==> src/rtl/fifo_tree_pkg.sv <==
// Shared definitions for the clause FIFO tree consumer.
// Holds the default clause width and the reader controller state encoding.
package fifo_tree_pkg;

  localparam int CLAUSE_WIDTH_DEF = 36;

  typedef enum logic {
    RUN   = 1'b0,
    FLUSH = 1'b1
  } state_e;

endpackage

==> src/rtl/fifo_tree_reader_skid_fifo.sv <==
// skid_fifo: small circular buffer that absorbs clauses already requested
// from the tree while the sink is stalled.
// Ports:
//   clk, reset     clock, synchronous active-high reset
//   clear          drops all entries (pointers and occupancy to zero)
//   push/push_data write one entry at the tail
//   pop            remove the head entry (ignored when empty)
//   head_data      current head entry
//   occupancy      number of stored entries
module skid_fifo #(
  parameter int DATA_WIDTH = 36,
  parameter int DEPTH      = 2,
  localparam int OCC_W     = $clog2(DEPTH + 1),
  localparam int PTR_W     = $clog2(DEPTH)
) (
  input  logic                  clk,
  input  logic                  reset,
  input  logic                  clear,
  input  logic                  push,
  input  logic [DATA_WIDTH-1:0] push_data,
  input  logic                  pop,
  output logic [DATA_WIDTH-1:0] head_data,
  output logic [OCC_W-1:0]      occupancy
);

  logic [DATA_WIDTH-1:0] mem_r [DEPTH];
  logic [PTR_W-1:0]      wr_ptr_r;
  logic [PTR_W-1:0]      rd_ptr_r;
  logic [OCC_W-1:0]      occ_r;
  logic                  do_pop_s;

  // Pointer increment with wrap at DEPTH, which need not be a power of two.
  function automatic logic [PTR_W-1:0] next_ptr(input logic [PTR_W-1:0] ptr);
    if (ptr == PTR_W'(DEPTH - 1)) begin
      return {PTR_W{1'b0}};
    end else begin
      return ptr + PTR_W'(1);
    end
  endfunction

  assign do_pop_s  = pop && (occ_r != {OCC_W{1'b0}});
  assign head_data = mem_r[rd_ptr_r];
  assign occupancy = occ_r;

  // Storage, pointers and occupancy.
  always_ff @(posedge clk) begin
    if (reset) begin
      for (int i = 0; i < DEPTH; i++) begin
        mem_r[i] <= {DATA_WIDTH{1'b0}};
      end
      wr_ptr_r <= {PTR_W{1'b0}};
      rd_ptr_r <= {PTR_W{1'b0}};
      occ_r    <= {OCC_W{1'b0}};
    end else if (clear) begin
      wr_ptr_r <= {PTR_W{1'b0}};
      rd_ptr_r <= {PTR_W{1'b0}};
      occ_r    <= {OCC_W{1'b0}};
    end else begin
      if (push) begin
        mem_r[wr_ptr_r] <= push_data;
        wr_ptr_r        <= next_ptr(wr_ptr_r);
      end
      if (do_pop_s) begin
        rd_ptr_r <= next_ptr(rd_ptr_r);
      end
      occ_r <= occ_r + OCC_W'(push) - OCC_W'(do_pop_s);
    end
  end

endmodule

==> src/rtl/fifo_tree_reader.sv <==
// fifo_tree_reader: drains the clause FIFO tree output port and presents
// clauses on a valid/ready stream. Read latency is hidden by a skid buffer
// whose free space is the credit for new pops. A flush sequence empties the
// tree and pulses clear-overflow when done.
// Ports:
//   clk, reset        clock, synchronous active-high reset
//   fifo_empty_i      tree empty flag
//   fifo_clause_i     tree output data
//   fifo_of_i         tree overflow flag
//   fifo_rden_o       pop request to the tree
//   fifo_cof_o        one-cycle clear-overflow pulse
//   clause_o          head clause
//   clause_valid_o    clause_o valid
//   clause_ready_i    sink accepts
//   flush_i           flush request (RUN only)
//   flush_done_o      one-cycle flush completion pulse
//   of_seen_o         sticky overflow flag since last flush
//   pop_count_o       saturating transfer count
module fifo_tree_reader
  import fifo_tree_pkg::*;
#(
  parameter int CLAUSE_WIDTH = CLAUSE_WIDTH_DEF,
  parameter int READ_LATENCY = 1,
  parameter int SKID_DEPTH   = READ_LATENCY + 1,
  parameter int COUNT_WIDTH  = 16
) (
  input  logic                    clk,
  input  logic                    reset,
  input  logic                    fifo_empty_i,
  input  logic [CLAUSE_WIDTH-1:0] fifo_clause_i,
  input  logic                    fifo_of_i,
  output logic                    fifo_rden_o,
  output logic                    fifo_cof_o,
  output logic [CLAUSE_WIDTH-1:0] clause_o,
  output logic                    clause_valid_o,
  input  logic                    clause_ready_i,
  input  logic                    flush_i,
  output logic                    flush_done_o,
  output logic                    of_seen_o,
  output logic [COUNT_WIDTH-1:0]  pop_count_o
);

  localparam int OCC_W = $clog2(SKID_DEPTH + 1);

  state_e                  state_r;
  state_e                  state_nxt_s;
  logic [READ_LATENCY-1:0] inflight_r;
  logic [OCC_W-1:0]        inflight_cnt_s;
  logic [OCC_W-1:0]        occ_s;
  logic [OCC_W:0]          credit_s;
  logic                    valid_s;
  logic                    xfer_s;
  logic                    push_s;
  logic                    flush_enter_s;
  logic                    flush_exit_s;
  logic                    cof_r;
  logic                    of_seen_r;
  logic [COUNT_WIDTH-1:0]  pop_count_r;

  assign valid_s       = (state_r == RUN) && (occ_s != {OCC_W{1'b0}});
  assign xfer_s        = valid_s && clause_ready_i;
  // Response at the tail of the latency pipe is kept only while running.
  assign push_s        = inflight_r[READ_LATENCY-1] && (state_r == RUN);
  assign flush_enter_s = (state_r == RUN) && (state_nxt_s == FLUSH);
  assign flush_exit_s  = (state_r == FLUSH) && (state_nxt_s == RUN);
  // Entries that will remain or arrive; must stay below SKID_DEPTH to pop.
  assign credit_s      = {1'b0, occ_s} - (OCC_W + 1)'(xfer_s) + {1'b0, inflight_cnt_s};

  // Count outstanding tree reads.
  always_comb begin
    inflight_cnt_s = {OCC_W{1'b0}};
    for (int i = 0; i < READ_LATENCY; i++) begin
      inflight_cnt_s = inflight_cnt_s + OCC_W'(inflight_r[i]);
    end
  end

  // State register.
  always_ff @(posedge clk) begin
    if (reset) begin
      state_r <= RUN;
    end else begin
      state_r <= state_nxt_s;
    end
  end

  // Next-state logic.
  always_comb begin
    state_nxt_s = state_r;
    case (state_r)
      RUN: begin
        if (flush_i) begin
          state_nxt_s = FLUSH;
        end else begin
          state_nxt_s = RUN;
        end
      end
      FLUSH: begin
        if (fifo_empty_i && (inflight_cnt_s == {OCC_W{1'b0}}) && !fifo_rden_o) begin
          state_nxt_s = RUN;
        end else begin
          state_nxt_s = FLUSH;
        end
      end
      default: state_nxt_s = RUN;
    endcase
  end

  // Pop request: credit-limited while running, unconditional while flushing.
  always_comb begin
    fifo_rden_o = 1'b0;
    case (state_r)
      RUN:     fifo_rden_o = !reset && !fifo_empty_i && (credit_s < (OCC_W + 1)'(SKID_DEPTH));
      FLUSH:   fifo_rden_o = !reset && !fifo_empty_i;
      default: fifo_rden_o = 1'b0;
    endcase
  end

  // In-flight shift register, completion pulse, overflow flag, pop counter.
  always_ff @(posedge clk) begin
    if (reset) begin
      inflight_r  <= {READ_LATENCY{1'b0}};
      cof_r       <= 1'b0;
      of_seen_r   <= 1'b0;
      pop_count_r <= {COUNT_WIDTH{1'b0}};
    end else begin
      inflight_r <= (inflight_r << 1) | READ_LATENCY'(fifo_rden_o);
      cof_r      <= flush_exit_s;
      if (fifo_of_i) begin
        of_seen_r <= 1'b1;
      end else if (flush_exit_s) begin
        of_seen_r <= 1'b0;
      end
      if (xfer_s && (pop_count_r != {COUNT_WIDTH{1'b1}})) begin
        pop_count_r <= pop_count_r + COUNT_WIDTH'(1);
      end
    end
  end

  skid_fifo #(
    .DATA_WIDTH (CLAUSE_WIDTH),
    .DEPTH      (SKID_DEPTH)
  ) u_skid (
    .clk       (clk),
    .reset     (reset),
    .clear     (flush_enter_s),
    .push      (push_s),
    .push_data (fifo_clause_i),
    .pop       (xfer_s),
    .head_data (clause_o),
    .occupancy (occ_s)
  );

  assign clause_valid_o = valid_s;
  assign fifo_cof_o     = cof_r;
  assign flush_done_o   = cof_r;
  assign of_seen_o      = of_seen_r;
  assign pop_count_o    = pop_count_r;

endmodule

==> config.mk <==
export PLATFORM = sky130hd
export DESIGN_NAME = fifo_tree_reader
export DESIGN_NICKNAME = d
export VERILOG_FILES = /design/src/rtl/fifo_tree_pkg.sv /design/src/rtl/fifo_tree_reader_skid_fifo.sv /design/src/rtl/fifo_tree_reader.sv
export SDC_FILE = /design/constraint.sdc
export NUM_CORES = 1
export LEC_CHECK = 0
export CORE_MARGIN = 10
export CORE_UTILIZATION = 45
export DETAILED_ROUTE_END_ITERATION = 8
export GPL_TIMING_DRIVEN = 0
export PLACE_DENSITY = 0.72
export SYNTH_ARGS = -nofsm -noshare
export SYNTH_HDL_FRONTEND = slang
export SYNTH_HIERARCHICAL = 1
export SYNTH_SLANG_ARGS = --single-unit
==> constraint.sdc <==
create_clock -name clk -period 4.3 [get_ports clk]
set_input_delay 1.29 -clock clk [delete_from_list [all_inputs] [get_ports clk]]
set_output_delay 1.29 -clock clk [all_outputs]
set_load 0.05 [all_outputs]
=== After elaboration in Yosys (flattened, before gate mapping) ===
Memories as Yosys holds them, arrays and structs flattened. A register that Yosys moved wholly into a read port is not among the register bits.
Index checks and enable logic that the tools add are counted.

* Register bits: 24
* RAM bits: 72
* Bits of input ports: 42
* Logic and storage cells: 58
* Memories kept: 1

{| class="wikitable"
|+ Memories
! memory !! words !! bits a word !! rd ports !! clocked after Yosys merged registers in !! write ports !! RTL line !! RTL
|-
| u_skid.mem_r || 2 || 36 || 1 || 1 || 2 || fifo_tree_reader_skid_fifo.sv:26 || <nowiki>logic [DATA_WIDTH-1:0] mem_r [DEPTH];</nowiki>
|}

* Add/subtract/negate cells: 7
* Magnitude comparators: 1
* Eq/ne operators: 1
* Muxes and demuxes: 19
* Bitwise operators: 2
* Reductions and logical operators: 19

{| class="wikitable"
|+ Operators by type and width
! operator !! number
|-
| 36-bit two-way mux || 1
|-
| 36-bit OR reduction || 1
|-
| 16-bit by 1-bit adder with 16-bit output, second input constant || 1
|-
| 1-bit two-way mux || 16
|-
| 16-bit inequality test, second input constant || 1
|-
| 1-bit logical AND || 11
|-
| 1-bit one-hot mux with 2 select lines || 2
|-
| 2-bit nonzero test || 2
|-
| 3-bit by 1-bit adder with 3-bit output || 1
|-
| 1-bit logical NOT || 3
|-
| 3-bit by 2-bit less-than comparator with 1-bit output, second input constant || 1
|-
| 2-bit by 1-bit subtractor with 3-bit output || 1
|-
| 1-bit adder, second input constant || 2
|-
| 2-bit by 1-bit adder with 2-bit output || 1
|-
| 2-bit logical NOT || 1
|-
| 1-bit inverter || 2
|-
| 2-bit OR reduction || 1
|-
| 2-bit by 1-bit subtractor with 2-bit output || 1
|}

=== Longest topological paths before layout ===
* Word-level depth: 18
* Mapped depth: 10

=== Cells and area by module ===
Netlist, hierarchy kept.

{| class="wikitable"
|+ Modules (own cells, without submodules)
! module !! instances !! cells each !! area an instance (um2) !! seq. area each (um2)
|-
| skid_fifo || 1 || 224 || 3423.3 || 2262.2
|-
| fifo_tree_reader || 1 || 124 || 1074.8 || 400.4
|}

=== Worst setup path before layout ===
Ideal clock, no wire load.

* Path kind: input-to-output
* Start: input clause_ready_i
* End: output fifo_rden_o
* Data arrival time: 3.491 ns
* Data required time: 3.010 ns
* Path slack: -0.481 ns
* Stages: 8
* Path buffers: 0
* Path through: nand2_2 -> inv_1 -> ha_1 -> nor2b_1 -> fa_1 -> nor2_1 -> nor2_1 -> nor3_1

* Word-level cells in the longest chain between the ends: 6

{| class="wikitable"
|+ Ends and longest elaborated chain
! element !! RTL line !! RTL
|-
| from (decl) || fifo_tree_reader.sv:36 || <nowiki>input logic clause_ready_i,</nowiki>
|-
| 1-bit logical AND || fifo_tree_reader.sv:61 || <nowiki>assign xfer_s = valid_s && clause_ready_i;</nowiki>
|-
| via xfer_s || fifo_tree_reader.sv:52 || <nowiki>logic xfer_s;</nowiki>
|-
| 2-bit by 1-bit subtractor with 3-bit output || fifo_tree_reader.sv:67 || <nowiki>assign credit_s = {1'b0, occ_s} - (OCC_W + 1)'(xfer_s) + {1'b0, inflight_cnt_s};</nowiki>
|-
| 3-bit by 1-bit adder with 3-bit output || fifo_tree_reader.sv:67 ||
|-
| 3-bit by 2-bit less-than comparator with 1-bit output || fifo_tree_reader.sv:112 || <nowiki>RUN: fifo_rden_o = !reset && !fifo_empty_i && (credit_s < (OCC_W + 1)'(SKID_DEPTH));</nowiki>
|-
| 1-bit logical AND || fifo_tree_reader.sv:112 ||
|-
| 1-bit one-hot mux with 2 select lines || fifo_tree_reader.sv:111 || <nowiki>case (state_r)</nowiki>
|-
| to (decl) || fifo_tree_reader.sv:32 || <nowiki>output logic fifo_rden_o,</nowiki>
|}

The timed path passes the listed nets, and every way through them passes these cells.

=== Worst setup path after layout ===
Ends and elaborated chain as after synthesis.

==> flow_summary.yaml <==
worst_setup_path:
  reg2reg_slack_ps: 2020
  cp_common_cell: "nor2_2"
  critPathTopFamily: "adder cells"
  critPathSlowestCell: "fa_2"
  start_kind: "input port"
  criticalPathCategory: "input port to output port"
  cpPeakStageDelay_ps: 450
  crit_arrival_ps: 2940
  crit_buf_inv: 3
  rr_worst_depth: 5
  rr_endpoint: "u_skid/mem_r[0][32]$_SDFFCE_PN0P_"
  r2r_start: "state_r$_SDFF_PP0_"
  cp_cell_sequence: "buf_4, nand2_4, inv_2, ha_1, nor2b_2, fa_2, nor2_2, nor2_2, nor3_4, buf_6"
  required_ps: 3010
  end_kind: "output port"
  crit_fanout: 4
drt:
  dr_total_vias: 3173
  drt_iter0_drc: 222
  ant_nets: 0
  drc: 0
  wirelength_microns: 10500
  vias_per_cell: 5.32
  wl_per_cell_microns: 17.6
  drt_pass1_iterations: 4
synth:
  syn-cell-area_sq_mm: 0.00450
  ys_types: 44
  synth_common_cells: "74 x and3_1, 72 x edfxtp_1, 40 x mux2_2"
  synth_ff_type: "edfxtp_1"
  syn_avg_cell_area_sq_um: 12.9
  ys_seq_area_share_pct: 59.2
  netlist.area_leader.share_pct: 48.1
  synthCells: 348
  synth_area_leader_cell: "edfxtp_1"
  ys_warn_count: 6
  post-synth-top-count-cell: "and3_1"
  synth_fp_nets: 395
  ys_ff_latch: 97
  async_reset_ff_share_pct: 0
  synth_area_leaders: "edfxtp_1 48%, dfxtp_1 11%, and3_1 10%"
  synth_edf_count: 72
power_and_ir_drop:
  pwr-share-comb_pct: 14.9
  clock_power_share_pct: 30.2
  p_sw_mw: 0.538
  leakage_nw: 2.37
  peakVddDrop_uv: 146
  p_int_mw: 1.38
  power_mw: 1.92
  power_frac_seq_pct: 54.9
  p_per_area_mw_per_mm2: 327
  netSwitchingFraction_pct: 28.0
timing:
  rsz0062_at_grt: "false"
  max_slew_margin_pct: 40.2
  holdWs_ps: 497
  fmaxAchievable_mhz: 237
  setup_ws_ps: 72.8
  min_period_ps: 4230
  slew_viol_final: 0
  worst_pin_slew_ps: 896
  hold_viol: 0
  finalSetupViolCount: 0
  post-route-period-util_pct: 98.3
  skew_ps: 10.4
grt:
  grt_use_met2_pct: 23.2
  antenna_found_initial: 0
  busiest_layer: "met2"
  use_met1_pct: 19.1
  grt_overflow_total: 0
  grt_max_degree: 37
  grt_use_total_pct: 14.7
  grt_pass1_wl_microns: 17400
  grt_pass1_vias: 3298
  grt.met3_usage_pct: 4.45
finish:
  insertedDiodeCount: 0
  fin_nets: 505
  fill_cells: 821
  instances_no_fill: 596
  area.growth.synth_to_final_pct: 30.7
  drive_gt1_share_pct: 20.5
place:
  gp_congestion: 0.832
  dp_slack_ps: -1220
  placed_cells_incl_taps: 579
  io_buffers: 98
  hpwlAfterDp_microns: 7370
die:
  io_pins: 99
  dieWidth_microns: 120
  initial_utilization_pct: 46.0
  rows: 36
  dieHeight_microns: 120
  die-area_sq_mm: 0.0144
  coreArea_sq_mm: 0.00977
min_path:
  hold_path_depth: 2
  holdPathEnd: "of_seen_o$_SDFFE_PP0P_"
  hp-class: "register to register"
  hp-start: "of_seen_o$_SDFFE_PP0P_"
clocking:
  cts_buffer_depth: 2
  cts_sinks: 97
  cts_tree: "built"
  worstSkewPairLatency_ps: 360
  clk_pin_slew_worst_paths_ps: 100
  htreeDepth: 3
  root_buffer: "clkbuf_8"
  cts_buffers: 9
flow_run:
  max_cap_viol_count: 0
outcome:
  status: "complete, no violations"
==> state kept, by name (all words and copies together), names as in the netlist, named ones only <==
signal,flops
u_skid/mem_r,72
pop_count_o,16
u_skid/occupancy,2
fifo_cof_o,1
inflight_r,1
of_seen_o,1
state_r,1
u_skid/rd_ptr_r,1
u_skid/wr_ptr_r,1
==> worst reg2reg max path, cell delays in order, from the launching register on <==
cell	delay, ps
dfxtp_1	370
nor2b_1	280
nor2b_1	170
buf_4	170
buf_4	170
a21o_2	740
==> worst max path at each step <==
stage	start	to	slack, ps	cells past startpoint
final	clause_ready_i	fifo_rden_o	70	10
after global routing	clause_ready_i	fifo_rden_o	5	10
after CTS	clause_ready_i	fifo_rden_o	20	10
after detailed placement	clause_ready_i	fifo_rden_o	-1220	10
after global placement	clause_ready_i	fifo_rden_o	-1200	10
after floorplan	clause_ready_i	fifo_rden_o	140	8
==> placed cells by master (no fill, tap or decap), drive strengths merged, types with 3 or more instances in the layout <==
cell / instances
nand4: 5
mux2: 40
clkinv: 3
a21oi: 14
nor3: 7
nand2: 9
edfxtp: 72
dfxtp: 25
nand3: 4
buf: 20
nor2: 10
nor2b: 6
inv: 12
ha: 4
o31ai: 8
or4: 9
nor4: 5
clkbuf: 14
and3: 74
clkdlybuf4s50: 96
o21ai: 5
==> final cells by class <==
class / count / area [sq um] / share of cell area [%]
clock inverter: 7 / 75.1 / 1.28
sequential: 97 / 2660 / 45.3
inverter: 9 / 33.8 / 0.575
buffer: 22 / 155 / 2.64
clock buffer: 9 / 124 / 2.11
timing repair buffer: 99 / 987 / 16.8
multi-input combinational: 220 / 1680 / 28.5
tap: 133 / 166 / 2.83
==> timing repair <==
action	CTS	global route
endpoints found under the hold margin	0	0
endpoints found under the setup margin	1	1
pin swaps	2	3
buffers inserted	1	0
hold buffers	0	0
resized for setup	14	4
cloned	0	0
==> logic make-up after synthesis <==
family                   count (synthesis)  synth area share (%)
buffers and inverters                   31                  4.20
multiplexers                            40                  10.0
adder cells (fa/ha/maj)                  5                  1.56
XOR/XNOR                                 3                 0.890
AO/OA/AOI/OAI                           33                  4.51
AND/OR/NAND/NOR                        139                  19.6
flip-flops                              97                  59.2
==> routing by layer <==
metal,routed length [microns],up-vias
met5,0,-
met4,75,0
met3,712,7
met2,4950,101
met1,4760,1523
li1,-,1542
==> power by group through the flow <==
| stage | registers, mW | logic (mW) | clock network (mW) |
|---|---|---|---|
| floorplan | 1.08 | 0.163 | 0 |
| global placement | 1.07 | 0.285 | 0 |
| detailed placement | 1.08 | 0.286 | 0 |
| CTS | 1.05 | 0.289 | 0.596 |
| global route | 1.06 | 0.305 | 0.630 |
| finish | 1.05 | 0.287 | 0.580 |
==> metrics by stage <==
stage          util, %  setup TNS [ps]  instance area, sq um
2_1_floorplan        -               0                  4510
3_3_place_gp      57.9           -1200                  5660
3_5_place_dp      57.9           -1220                  5660
4_1_cts           60.0               0                  5870
5_1_grt           60.2               0                  5880
6_report          60.2               0                  5880
Power figures use the tool's default switching activity.
